<file path="src/rtl/game_outcome_if.sv">
// Match-outcome bus between the game logic and the game_outcome tracker.
// master: the side that drives the game inputs and reads the outcome.
// slave:  the tracker itself.
interface game_outcome_if #(
  parameter int unsigned HP_W = 2
);
  logic            select;
  logic            vblnk;
  logic            hit_player;
  logic            hit_enemy;
  logic            back_to_menu;
  logic [1:0]      game_end;
  logic [HP_W-1:0] hp_player;
  logic [HP_W-1:0] hp_enemy;

  modport master (
    output select, vblnk, hit_player, hit_enemy, back_to_menu,
    input  game_end, hp_player, hp_enemy
  );

  modport slave (
    input  select, vblnk, hit_player, hit_enemy, back_to_menu,
    output game_end, hp_player, hp_enemy
  );
endinterface

</file>
<file path="src/rtl/game_outcome.sv">
// Match-outcome tracker: counts hits on both tanks, decides win/lose and
// drives the game_end code for the end-of-game overlay. game_end only
// changes on a vblnk rising edge so the overlay never switches mid-frame.
// Optional feature macro: GAME_OUTCOME_INVULN_EN builds the post-hit
// immunity counters; without it every hit edge in play decrements HP.
module game_outcome #(
  parameter int unsigned HP_INIT       = 3,
  parameter int unsigned HP_W          = 2,
  parameter int unsigned INVULN_CYCLES = 65_000_000
) (
  input logic             clk,
  input logic             rst,
  game_outcome_if.slave   bus
);

  localparam logic [HP_W-1:0] HpInit = HP_INIT[HP_W-1:0];
  localparam logic [1:0] GeNone = 2'd0;
  localparam logic [1:0] GeWin  = 2'd1;
  localparam logic [1:0] GeLose = 2'd2;

  typedef enum logic [2:0] {
    StIdle,
    StPlay,
    StWinPend,
    StLosePend,
    StWin,
    StLose
  } state_e;

  state_e          state_q, state_d;
  logic [1:0]      game_end_q, game_end_d;
  logic [HP_W-1:0] hp_player_q, hp_player_d;
  logic [HP_W-1:0] hp_enemy_q, hp_enemy_d;
  logic            hit_player_q, hit_enemy_q, vblnk_q;

  logic player_edge, enemy_edge, vblnk_rise;
  logic player_immune, enemy_immune;
  logic player_load, enemy_load, imm_clear;

  assign player_edge = bus.hit_player & ~hit_player_q;
  assign enemy_edge  = bus.hit_enemy & ~hit_enemy_q;
  assign vblnk_rise  = bus.vblnk & ~vblnk_q;

`ifdef GAME_OUTCOME_INVULN_EN
  localparam int unsigned ImmW = $clog2(INVULN_CYCLES + 1);
  localparam logic [ImmW-1:0] ImmLoad = ImmW'(INVULN_CYCLES);

  logic [ImmW-1:0] imm_player_q, imm_player_d;
  logic [ImmW-1:0] imm_enemy_q, imm_enemy_d;

  // Immunity counters: clear in idle, reload on an accepted hit, else count down.
  always_comb begin
    imm_player_d = imm_player_q;
    imm_enemy_d  = imm_enemy_q;
    if (imm_clear) begin
      imm_player_d = '0;
      imm_enemy_d  = '0;
    end else begin
      if (player_load) begin
        imm_player_d = ImmLoad;
      end else if (imm_player_q != '0) begin
        imm_player_d = imm_player_q - ImmW'(1);
      end
      if (enemy_load) begin
        imm_enemy_d = ImmLoad;
      end else if (imm_enemy_q != '0) begin
        imm_enemy_d = imm_enemy_q - ImmW'(1);
      end
    end
  end

  // Immunity counter registers.
  always_ff @(posedge clk or posedge rst) begin
    if (rst) begin
      imm_player_q <= '0;
      imm_enemy_q  <= '0;
    end else begin
      imm_player_q <= imm_player_d;
      imm_enemy_q  <= imm_enemy_d;
    end
  end

  assign player_immune = (imm_player_q != '0);
  assign enemy_immune  = (imm_enemy_q != '0);
`else
  assign player_immune = 1'b0;
  assign enemy_immune  = 1'b0;

  logic unused_imm;
  assign unused_imm = ^{player_load, enemy_load, imm_clear, INVULN_CYCLES[0]};
`endif

  // Registered copies of the inputs for rising-edge detection.
  always_ff @(posedge clk or posedge rst) begin
    if (rst) begin
      hit_player_q <= 1'b0;
      hit_enemy_q  <= 1'b0;
      vblnk_q      <= 1'b0;
    end else begin
      hit_player_q <= bus.hit_player;
      hit_enemy_q  <= bus.hit_enemy;
      vblnk_q      <= bus.vblnk;
    end
  end

  // Next-state, HP and outcome decode; dropping select overrides everything.
  always_comb begin
    state_d     = state_q;
    game_end_d  = game_end_q;
    hp_player_d = hp_player_q;
    hp_enemy_d  = hp_enemy_q;
    player_load = 1'b0;
    enemy_load  = 1'b0;
    imm_clear   = 1'b0;

    if (state_q != StIdle && !bus.select) begin
      state_d     = StIdle;
      game_end_d  = GeNone;
      hp_player_d = HpInit;
      hp_enemy_d  = HpInit;
      imm_clear   = 1'b1;
    end else begin
      unique case (state_q)
        StIdle: begin
          game_end_d  = GeNone;
          hp_player_d = HpInit;
          hp_enemy_d  = HpInit;
          imm_clear   = 1'b1;
          if (bus.select) begin
            state_d = StPlay;
          end
        end
        StPlay: begin
          if (player_edge && !player_immune) begin
            player_load = 1'b1;
            if (hp_player_q != '0) begin
              hp_player_d = hp_player_q - HP_W'(1);
            end
          end
          if (enemy_edge && !enemy_immune) begin
            enemy_load = 1'b1;
            if (hp_enemy_q != '0) begin
              hp_enemy_d = hp_enemy_q - HP_W'(1);
            end
          end
          // A simultaneous knockout is a draw, which counts as a loss.
          if (hp_player_d == '0) begin
            state_d = StLosePend;
          end else if (hp_enemy_d == '0) begin
            state_d = StWinPend;
          end
        end
        StWinPend: begin
          if (vblnk_rise) begin
            state_d    = StWin;
            game_end_d = GeWin;
          end
        end
        StLosePend: begin
          if (vblnk_rise) begin
            state_d    = StLose;
            game_end_d = GeLose;
          end
        end
        StWin, StLose: begin
          if (bus.back_to_menu) begin
            state_d     = StIdle;
            game_end_d  = GeNone;
            hp_player_d = HpInit;
            hp_enemy_d  = HpInit;
            imm_clear   = 1'b1;
          end
        end
        default: begin
          state_d = StIdle;
        end
      endcase
    end
  end

  // State, HP and outcome registers.
  always_ff @(posedge clk or posedge rst) begin
    if (rst) begin
      state_q     <= StIdle;
      game_end_q  <= GeNone;
      hp_player_q <= HpInit;
      hp_enemy_q  <= HpInit;
    end else begin
      state_q     <= state_d;
      game_end_q  <= game_end_d;
      hp_player_q <= hp_player_d;
      hp_enemy_q  <= hp_enemy_d;
    end
  end

  assign bus.game_end  = game_end_q;
  assign bus.hp_player = hp_player_q;
  assign bus.hp_enemy  = hp_enemy_q;

endmodule

</file>
<file path="src/flat_wrapper.sv">
// flat-port wrapper written by rule: the top's interface ports become plain ports
module game_outcome_flat 
#(
  parameter int unsigned HP_INIT       = 3,
  parameter int unsigned HP_W          = 2,
  parameter int unsigned INVULN_CYCLES = 65_000_000
)
  (clk, rst, bus_select, bus_vblnk, bus_hit_player, bus_hit_enemy, bus_back_to_menu, bus_game_end, bus_hp_player, bus_hp_enemy);
  game_outcome_if #(.HP_W(HP_W)) bus_i ();
  input logic clk;
  input logic rst;
  input wire logic [$bits(bus_i.select)-1:0] bus_select;
  input wire logic [$bits(bus_i.vblnk)-1:0] bus_vblnk;
  input wire logic [$bits(bus_i.hit_player)-1:0] bus_hit_player;
  input wire logic [$bits(bus_i.hit_enemy)-1:0] bus_hit_enemy;
  input wire logic [$bits(bus_i.back_to_menu)-1:0] bus_back_to_menu;
  output wire logic [$bits(bus_i.game_end)-1:0] bus_game_end;
  output wire logic [$bits(bus_i.hp_player)-1:0] bus_hp_player;
  output wire logic [$bits(bus_i.hp_enemy)-1:0] bus_hp_enemy;
  assign bus_i.select = bus_select;
  assign bus_i.vblnk = bus_vblnk;
  assign bus_i.hit_player = bus_hit_player;
  assign bus_i.hit_enemy = bus_hit_enemy;
  assign bus_i.back_to_menu = bus_back_to_menu;
  assign bus_game_end = bus_i.game_end;
  assign bus_hp_player = bus_i.hp_player;
  assign bus_hp_enemy = bus_i.hp_enemy;
  game_outcome #(.HP_INIT(HP_INIT), .HP_W(HP_W), .INVULN_CYCLES(INVULN_CYCLES)) u_core (.clk(clk), .rst(rst), .bus(bus_i));
endmodule
</file>
<file path="config.mk">
export PLATFORM = sky130hd
export DESIGN_NAME = game_outcome_flat
export DESIGN_NICKNAME = d
export VERILOG_FILES = /design/src/rtl/game_outcome_if.sv /design/src/rtl/game_outcome.sv /design/src/flat_wrapper.sv
export SDC_FILE = /design/constraint.sdc
export NUM_CORES = 1
export LEC_CHECK = 0
export ABC_CLOCK_PERIOD_IN_PS = 1400
export CELL_PAD_IN_SITES_DETAIL_PLACEMENT = 0
export CELL_PAD_IN_SITES_GLOBAL_PLACEMENT = 1
export CORE_MARGIN = 3
export CORE_UTILIZATION = 37
export CTS_CLUSTER_SIZE = 20
export DETAILED_ROUTE_END_ITERATION = 12
export GPL_TIMING_DRIVEN = 0
export PLACE_DENSITY = 0.86
export SKIP_LAST_GASP = 1
export SLEW_MARGIN = 10
export SYNTH_ARGS = -nofsm -noshare
export SYNTH_HDL_FRONTEND = slang
export SYNTH_SLANG_ARGS = --single-unit
</file>
<file path="constraint.sdc">
create_clock -name clk -period 1.4 [get_ports clk]
set_input_delay 0.21 -clock clk [delete_from_list [all_inputs] [get_ports clk]]
set_output_delay 0.21 -clock clk [all_outputs]
set_load 0.01 [all_outputs]
</file>
Yosys cells after proc, flatten, opt, wreduce, memory -nomap -nowiden
Index checks and enable logic that the tools add are counted.
{"block": "totals", "register_bits": 12, "in_bits": 7, "out_inout_bits": 6, "wordCells": 65}
{"block": "op_classes", "add_sub_neg": 2, "eq_ne": 10, "muxes": 26, "bitwise": 6, "reduce_logical": 14}
{"op": "2-bit 2-to-1 mux", "count": 15}
{"op": "3-bit 2-to-1 mux", "count": 7}
{"op": "3-bit case mux with 5 select lines", "count": 1}
{"op": "2-bit case mux with 3 select lines", "count": 2}
{"op": "2-bit case mux with 4 select lines", "count": 1}
{"op": "3-bit by 2-bit equality test with 1-bit output, second input constant", "count": 2}
{"op": "3-bit equality test, second input constant", "count": 2}
{"op": "3-bit by 1-bit != test with 1-bit output, second input constant", "count": 2}
{"op": "3-bit by 2-bit != test with 1-bit output, second input constant", "count": 2}
{"op": "5-bit AND reduction", "count": 1}
{"op": "5-bit nonzero test", "count": 1}
{"op": "2-bit logical NOT", "count": 2}
{"op": "4-bit by 1-bit != test with 1-bit output, second input constant", "count": 1}
{"op": "4-bit AND reduction", "count": 1}
{"op": "2-bit nonzero test", "count": 2}
{"op": "4-bit nonzero test", "count": 1}
{"op": "2-bit by 1-bit subtractor with 2-bit output, second input constant", "count": 2}
{"op": "1-bit bitwise AND", "count": 3}
{"op": "3-bit by 1-bit equality test with 1-bit output, second input constant", "count": 1}
{"op": "3-bit logical NOT", "count": 1}
{"op": "1-bit inverter", "count": 3}
{"op": "3-bit nonzero test", "count": 1}
{"op": "2-bit AND reduction", "count": 1}
{"op": "2-bit OR reduction", "count": 1}
{"op": "2 further kinds", "count": 2}

Logic depth before layout (Yosys ltp)
Gate-level depths: netlist of the first run.
{"block": "depth", "ltp_word": 10, "ltp_mapped": 5, "mapped_depth_nobuf": 4}

Worst setup path before layout of the first run
No wires, ideal clock.
{"block": "synth_path", "path_type": "register -> register", "start": "register u_core.state_q[2]", "end": "register u_core.game_end_q[1] (netlist: u_core.bus.game_end[1])", "setup_time_ps": 107, "arrival_time_ps": 1115, "required_time_ps": 1293, "path_slack_ps": 179, "stages_incl_launch_ff": 5, "n_path_buf": 0, "path_cell_list": "dfrtp_1 > and2b_4 > o21ai_2 > nor2b_4 > a2111oi_4"}
{"block": "synth_between", "elab_chain_len": 4, "elab_cells_between_ends": 15, "cone_classes": "eq/ne: 7; mux: 2; reduce/logical: 6"}
{"item": "start, declared", "line_no": "game_outcome.sv:30", "source": "state_e state_q, state_d;"}
{"item": "start signal, assigned", "line_no": "game_outcome.sv:184", "source": "state_q <= StIdle;"}
{"item": "start signal, assigned", "line_no": "game_outcome.sv:189", "source": "state_q <= state_d;"}
{"item": "3-bit equality test / 3-bit nonzero test (equally long branches)"}
{"item": "2-bit OR reduction / 1-bit logical AND (equally long branches)", "line_no": "game_outcome.sv:123, game_outcome.sv:116"}
{"item": "3-bit by 2-bit != test with 1-bit output (no source line) (tied with other cells)"}
{"item": "4-bit AND reduction (no source line) / 2-bit 2-to-1 mux (equally long branches)"}
{"item": "end signal, assigned", "line_no": "game_outcome.sv:185", "source": "game_end_q <= GeNone;"}
{"item": "end signal, assigned", "line_no": "game_outcome.sv:190", "source": "game_end_q <= game_end_d;"}
{"item": "end, declared", "line_no": "game_outcome.sv:31", "source": "logic [1:0] game_end_q, game_end_d;"}
Parallel ways exist; a longest one is shown, timed or not.
A chain may end at the register's enable or synchronous reset.

Worst setup path in the final report of the first run
{"block": "layout_path", "start": "register u_core.hp_player_q[0] (netlist: u_core.bus.hp_player[0])", "end": "output bus_hp_player[0]"}
{"item": "start, declared", "line_no": "game_outcome.sv:32", "source": "logic [HP_W-1:0] hp_player_q, hp_player_d;"}
{"item": "start signal, assigned", "line_no": "game_outcome.sv:186", "source": "hp_player_q <= HpInit;"}
{"item": "start signal, assigned", "line_no": "game_outcome.sv:191", "source": "hp_player_q <= hp_player_d;"}
{"item": "end, declared", "line_no": "flat_wrapper.sv:18", "source": "output wire logic [$bits(bus_i.hp_player)-1:0] bus_hp_player;"}
No word-level cell between the ends.

==> flow_summary.json, run 1 <==
{
  "status": "finished clean",
  "dieArea_um2": 2300,
  "ys_warn_count": 0,
  "combPwrFrac_pct": 13.3,
  "hold_path_class": "input pin to asynchronous set/reset pin",
  "ctsResizeCount": 5,
  "clock_latency_ns": 0.28,
  "arrival_ns": 1.14,
  "die_h_um": 48.0,
  "seqCellArea_um2": 305,
  "startpoint": "u_core.bus.hp_player[0]",
  "synthesis.area_um2": 652,
  "cts.reportedPaths.clkPinSlew_ns": 0.08,
  "start_util_pct": 41.3,
  "post_cts_buffers": 0,
  "ant_nets": 0,
  "hold_viol": 0,
  "r2r-start": "u_core.state_q[2]",
  "syn-mean-instance-area_um2": 10.5,
  "max_clock_freq_mhz": 743,
  "wl_per_cell_um": 13.2,
  "grt-ovfl-total": 0,
  "post-route-period-util_pct": 96.1,
  "multi_input_area_um2": 324,
  "cp_top_family": "flip-flops",
  "first_pass_iters": 3,
  "grt_setup_unrepaired": "false",
  "netSwitchingPower_uw": 175,
  "ys_seq_area_share_pct": 46.8,
  "drc_errors": 0,
  "worstSetupEndpointType": "output port",
  "synth_edf_count": 0,
  "grt_use_total_pct": 13.7,
  "synthesis.nets": 69,
  "p_seq_share_pct": 53.6,
  "post-route-util_pct": 51.7,
  "setup_viol": 0,
  "critPathKind": "register to output port",
  "p_int_uw": 515,
  "cap_violations": 0,
  "worstMarginPinSlew_ns": 0.466,
  "async_reset_ff_share_pct": 100,
  "finalClockSkew_ns": 0.00304,
  "r2r-end": "u_core.bus.game_end[1]",
  "cts_hold_buf": 0,
  "via_count": 499,
  "slew_violations": 0,
  "placementRows": 14,
  "cts_made_buffers": 3,
  "ios": 13,
  "viasPerCell": 5.31,
  "layout-drive-gt1-share_pct": 21.8,
  "drt_iter0_drc": 3,
  "crit_path_top_delay_cell": "dfstp_2",
  "hold_slack_ns": 0.237,
  "synthFlopType": "dfrtp_1",
  "crit_required_ns": 1.19,
  "die_w_um": 48.0,
  "leakagePower_uw": 0.000359,
  "nFillCells": 165,
  "wirelength_mm": 1.24,
  "power.density_nw_per_um2": 847,
  "numPortBuffers": 12,
  "regToRegSetupSlack_ns": 0.07,
  "clock_path_buffers": 2,
  "antenna_found_initial": 0,
  "dpl.hpwl_um": 951,
  "place_area_um2": 792,
  "final_area_um2": 815,
  "critPathBufInv": 1,
  "cp_max_fo": 6,
  "first_global_vias": 495,
  "final_common_cell": "dfrtp_1",
  "clkPwrFrac_pct": 33.2,
  "swShare_pct": 25.4,
  "rr_worst_depth": 3,
  "synth_cells": 62,
  "core_um2": 1580,
  "min_period_ns": 1.35,
  "start_kind": "register",
  "cts_tree": "built",
  "peakVddDrop_mv": 0.400,
  "nNetsFinal": 86,
  "worstSetupEndpoint": "bus_hp_player[0]",
  "grt_pass1_wl_mm": 2.13,
  "worstPathCellList": "dlygate4sd2_1",
  "cp.depth": 1,
  "synthDistinctLibCells": 26,
  "cp_slowest_stage_delay_ns": 0.58,
  "cts_sinks": 12,
  "htree_num_levels": 1,
  "area_delta_synth_final_pct": 25.0,
  "synth-seq-cells": 12,
  "antenna_cells": 0,
  "layout_common_cells": "8 x dfrtp_1, 7 x nand2_1, 6 x o21ai_0, 6 x clkdlybuf4s50_1, 5 x dlygate4sd2_1",
  "place_congestion": 0.722,
  "root_buffer": "clkbuf_4",
  "relSlewSlack_pct": 68.9,
  "grt_max_degree": 13
}
[worst reg2reg max path, stage by stage (launching register included)]
cell and delay, ns:
dfrtp_1 0.45, nor3b_2 0.38, nor2_1 0.12, a2111oi_4 0.28
[worst min-delay path by stage]
stage | from | end | slack (ns) | cells past startpoint
finish | rst | u_core.vblnk_q | 0.24 | 2
global route | rst | u_core.vblnk_q | 0.25 | 2
CTS | rst | u_core.vblnk_q | 0.24 | 2
detailed placement | u_core.bus.hp_enemy[1] | u_core.bus.hp_enemy[1] | 0.48 | 2
global placement | u_core.bus.hp_enemy[1] | u_core.bus.hp_enemy[1] | 0.48 | 2
floorplan | rst | u_core.bus.game_end[0] | 0.07 | 1
[logic make-up after synthesis]
| family | Yosys count | synth area share (%) |
|---|---|---|
| and+or+nand+nor | 25 | 24.6 |
| AOI/OAI and AO/OA | 20 | 23.6 |
| DFF | 12 | 46.8 |
| buffers and inverters | 4 | 3.45 |
| muxes | 1 | 1.54 |
[cell usage after synthesis (2+ instances only)]
| master | instances | area (um2) |
|---|---|---|
| and2b_4 | 2 | 20.0 |
| nand2_1 | 7 | 26.3 |
| dfstp_2 | 4 | 105 |
| a21o_1 | 2 | 15.0 |
| nor3b_1 | 3 | 22.5 |
| o31ai_1 | 3 | 22.5 |
| inv_1 | 3 | 11.3 |
| a21oi_1 | 2 | 10.0 |
| dfrtp_1 | 8 | 200 |
| nor2b_1 | 2 | 12.5 |
| and2b_2 | 2 | 17.5 |
| nand2b_1 | 3 | 18.8 |
| nor2_1 | 3 | 11.3 |
| o21ai_0 | 6 | 30.0 |
[layer usage]
metal  vias up  track usage, %  routed length (um)  share of wire (%)
li1        254               -                   -                  -
met1       233            17.9                 630                 51
met2         7            19.5                 545                 44
met3         5            4.51                  30                2.4
met4         0            8.06                  33                2.7
met5         -               0                   0                  0
[area by class of cell]
cell class / instances / share of cell area [%]
clock buffer: 4 / 3.23
tap: 16 / 2.46
multi-input combinational: 46 / 39.8
buffer: 1 / 1.38
timing repair buffer: 12 / 14.3
sequential: 12 / 37.5
inverter: 3 / 1.38
[registers in the layout, summed over array words and instances (netlist names)]
register	flops
u_core.bus.game_end	2
u_core.state_q	3
u_core.hit_enemy_q	1
u_core.vblnk_q	1
u_core.hit_player_q	1
u_core.bus.hp_player	2
u_core.bus.hp_enemy	2
[power by group through the flow]
stage | sequential, uW | clock, uW | combinational [uW]
finish | 370 | 229 | 91.5
floorplan | 374 | 0 | 58.9
global route | 373 | 255 | 103
CTS | 370 | 238 | 93.2
global placement | 376 | 0 | 93.4
detailed placement | 376 | 0 | 94.3
[stage by stage]
step                std cells  setup slack, ns  TNS, ns  total power, uW
floorplan                  62            0.179        0              433
global placement           90           -0.149   -0.557              469
detailed placement         90           -0.172   -0.610              470
CTS                        94           0.0111        0              701
global route               94          0.00842        0              731
finish                     94           0.0549        0              690
Power figures use the tool's default switching activity.
==> inputs of run 2 (changes only) <==
--- a/config.mk
+++ b/config.mk
@@ -10,7 +10,6 @@
 export CELL_PAD_IN_SITES_GLOBAL_PLACEMENT = 1
 export CORE_MARGIN = 3
 export CORE_UTILIZATION = 37
-export CTS_CLUSTER_SIZE = 20
 export DETAILED_ROUTE_END_ITERATION = 12
 export GPL_TIMING_DRIVEN = 0
 export PLACE_DENSITY = 0.86
==> results of run 2 <==
Final layout, timing and power as in run 1 (identical DEF).
==> inputs of run 3 (changes only) <==
--- a/config.mk
+++ b/config.mk
@@ -8,9 +8,9 @@
 export ABC_CLOCK_PERIOD_IN_PS = 1400
 export CELL_PAD_IN_SITES_DETAIL_PLACEMENT = 0
 export CELL_PAD_IN_SITES_GLOBAL_PLACEMENT = 1
-export CORE_MARGIN = 3
 export CORE_UTILIZATION = 37
 export DETAILED_ROUTE_END_ITERATION = 12
+export GPL_ROUTABILITY_DRIVEN = 0
 export GPL_TIMING_DRIVEN = 0
 export PLACE_DENSITY = 0.86
 export SKIP_LAST_GASP = 1
==> run 3 against run 2 <==
Cell count unchanged. Critical path type unchanged. Clock power up 4%. Global-route usage increased by 2.2 points. Power up 1.9%. Highest routed layer unchanged.
==> flow_summary.json, run 3 (synthesized netlist as in run 1, its figures left out) <==
{
  "cts.reportedPaths.clkPinSlew_ns": 0.08,
  "ios": 13,
  "crit_path_top_delay_cell": "dfstp_2",
  "use_met2_pct": 20.9,
  "die_h_um": 44.0,
  "leakagePower_uw": 0.000359,
  "setup_viol": 0,
  "place_area_um2": 792,
  "area_delta_synth_final_pct": 25.9,
  "drc_errors": 0,
  "antenna_found_initial": 0,
  "drt_iter0_drc": 6,
  "power.density_nw_per_um2": 857,
  "grt_max_degree": 13,
  "p_seq_share_pct": 52.7,
  "critPathKind": "register to output port",
  "layout-drive-gt1-share_pct": 21.8,
  "post_cts_buffers": 0,
  "hold_viol": 0,
  "status": "finished clean",
  "clkPwrFrac_pct": 34.0,
  "grt_setup_unrepaired": "false",
  "critPathBufInv": 1,
  "first_pass_iters": 5,
  "gr-usage-met1_pct": 23.6,
  "antenna_cells": 0,
  "via_count": 497,
  "root_buffer": "clkbuf_4",
  "first_global_vias": 476,
  "swShare_pct": 26.5,
  "nNetsFinal": 86,
  "p_int_uw": 517,
  "start_util_pct": 41.3,
  "grt_use_total_pct": 15.9,
  "cts_sinks": 12,
  "cts_hold_buf": 0,
  "largest_reg_flops": 3,
  "busiest_layer": "met1",
  "worstPathCellList": "dlygate4sd2_1",
  "hold_path_class": "input pin to asynchronous set/reset pin",
  "layout_common_cells": "8 x dfrtp_1, 7 x nand2_1, 6 x o21ai_0, 6 x clkdlybuf4s50_1, 5 x dlygate4sd2_1",
  "regMostFlops": "u_core.state_q",
  "relSlewSlack_pct": 69.9,
  "grt_pass1_wl_mm": 2.21,
  "clock_path_buffers": 2,
  "place_inst": 90,
  "wirelength_mm": 1.22,
  "crit_required_ns": 1.19,
  "start_kind": "register",
  "viasPerCell": 5.29,
  "cp_slowest_stage_delay_ns": 0.58,
  "final_area_um2": 821,
  "peakVddDrop_mv": 0.459,
  "dieArea_um2": 1930,
  "cp_top_family": "flip-flops",
  "numPortBuffers": 12,
  "cts_made_buffers": 3,
  "finalClockSkew_ns": 0.00959,
  "grt-ovfl-total": 0,
  "clock_latency_ns": 0.29,
  "post-route-period-util_pct": 95.6,
  "max_clock_freq_mhz": 748,
  "netSwitchingPower_uw": 186,
  "wl_per_cell_um": 13.0,
  "min_period_ns": 1.34,
  "cp_max_fo": 6,
  "worstMarginPinSlew_ns": 0.451,
  "ant_nets": 0,
  "cts_tree": "built",
  "combPwrFrac_pct": 13.4,
  "fin_cells": 94,
  "htree_num_levels": 1,
  "die_w_um": 44.0,
  "use_met3_pct": 3.75,
  "slew_violations": 0,
  "dpl.hpwl_um": 892,
  "core_um2": 1580,
  "cap_violations": 0,
  "final_common_cell": "dfrtp_1",
  "arrival_ns": 1.13,
  "worstSetupEndpointType": "output port",
  "placementRows": 14
}
-- run 3: area by class of cell --
class / instances / area, um2
Buffer: 1 / 11.3
Tap cell: 16 / 20.0
Fill cell: 151 / 756
Inverter: 3 / 11.3
Multi-Input combinational cell: 46 / 330
Clock buffer: 4 / 26.3
Timing Repair Buffer: 12 / 116
Sequential cell: 12 / 305
-- run 3: timing repair --
action | 4_1_cts | 5_1_grt
setup endpoints to repair | 5 | 2
cloned | 0 | 0
gates resized for setup | 5 | 2
-- run 3: through the flow --
stage | setup slack, ns | power [uW] | TNS (ns) | util (%) | hold slack, ns
after global routing | 0.00326 | 733 | 0 | 52.1 | 0.291
after detailed placement | -0.150 | 470 | -0.633 | 50.2 | 0.492
final | 0.0623 | 703 | 0 | 52.1 | 0.223
after CTS | 0.0199 | 705 | 0 | 51.5 | 0.261
after global placement | -0.168 | 471 | -0.617 | 50.2 | 0.483
after floorplan | 0.179 | 433 | 0 | - | 0.0718
-- run 3: final timing paths --
path / startpoint / slack (ns) / endpoint / cells after the start
worst max-delay path: u_core.bus.hp_player[0] / 0.06 / bus_hp_player[0] / 1
worst min-delay path: rst / 0.22 / u_core.state_q[0] / 2
worst max register to register: u_core.state_q[2] / 0.09 / u_core.bus.game_end[1] / 4
worst min register to register: u_core.bus.hp_enemy[1] / 0.50 / u_core.bus.hp_enemy[1] / 2
max in group asynchronous: rst / 0.83 / u_core.bus.hp_player[1] / 2
min in group clk: bus_hit_player / 0.38 / u_core.hit_player_q / 1
-- run 3: layer usage --
| layer | up-vias | share of wire [%] |
|---|---|---|
| met1 | 230 | 51 |
| met5 | - | 0 |
| met3 | 4 | 3.2 |
| li1 | 254 | - |
| met4 | 0 | 2.5 |
| met2 | 9 | 44 |
-- run 3: power groups by stage --
stage | Combinational, uW | Clock (uW) | Sequential [uW]
2_1_floorplan | 58.9 | 0 | 374
3_3_place_gp | 95.7 | 0 | 375
3_5_place_dp | 94.4 | 0 | 376
4_1_cts | 93.6 | 241 | 370
5_1_grt | 104 | 256 | 373
6_report | 93.9 | 239 | 370
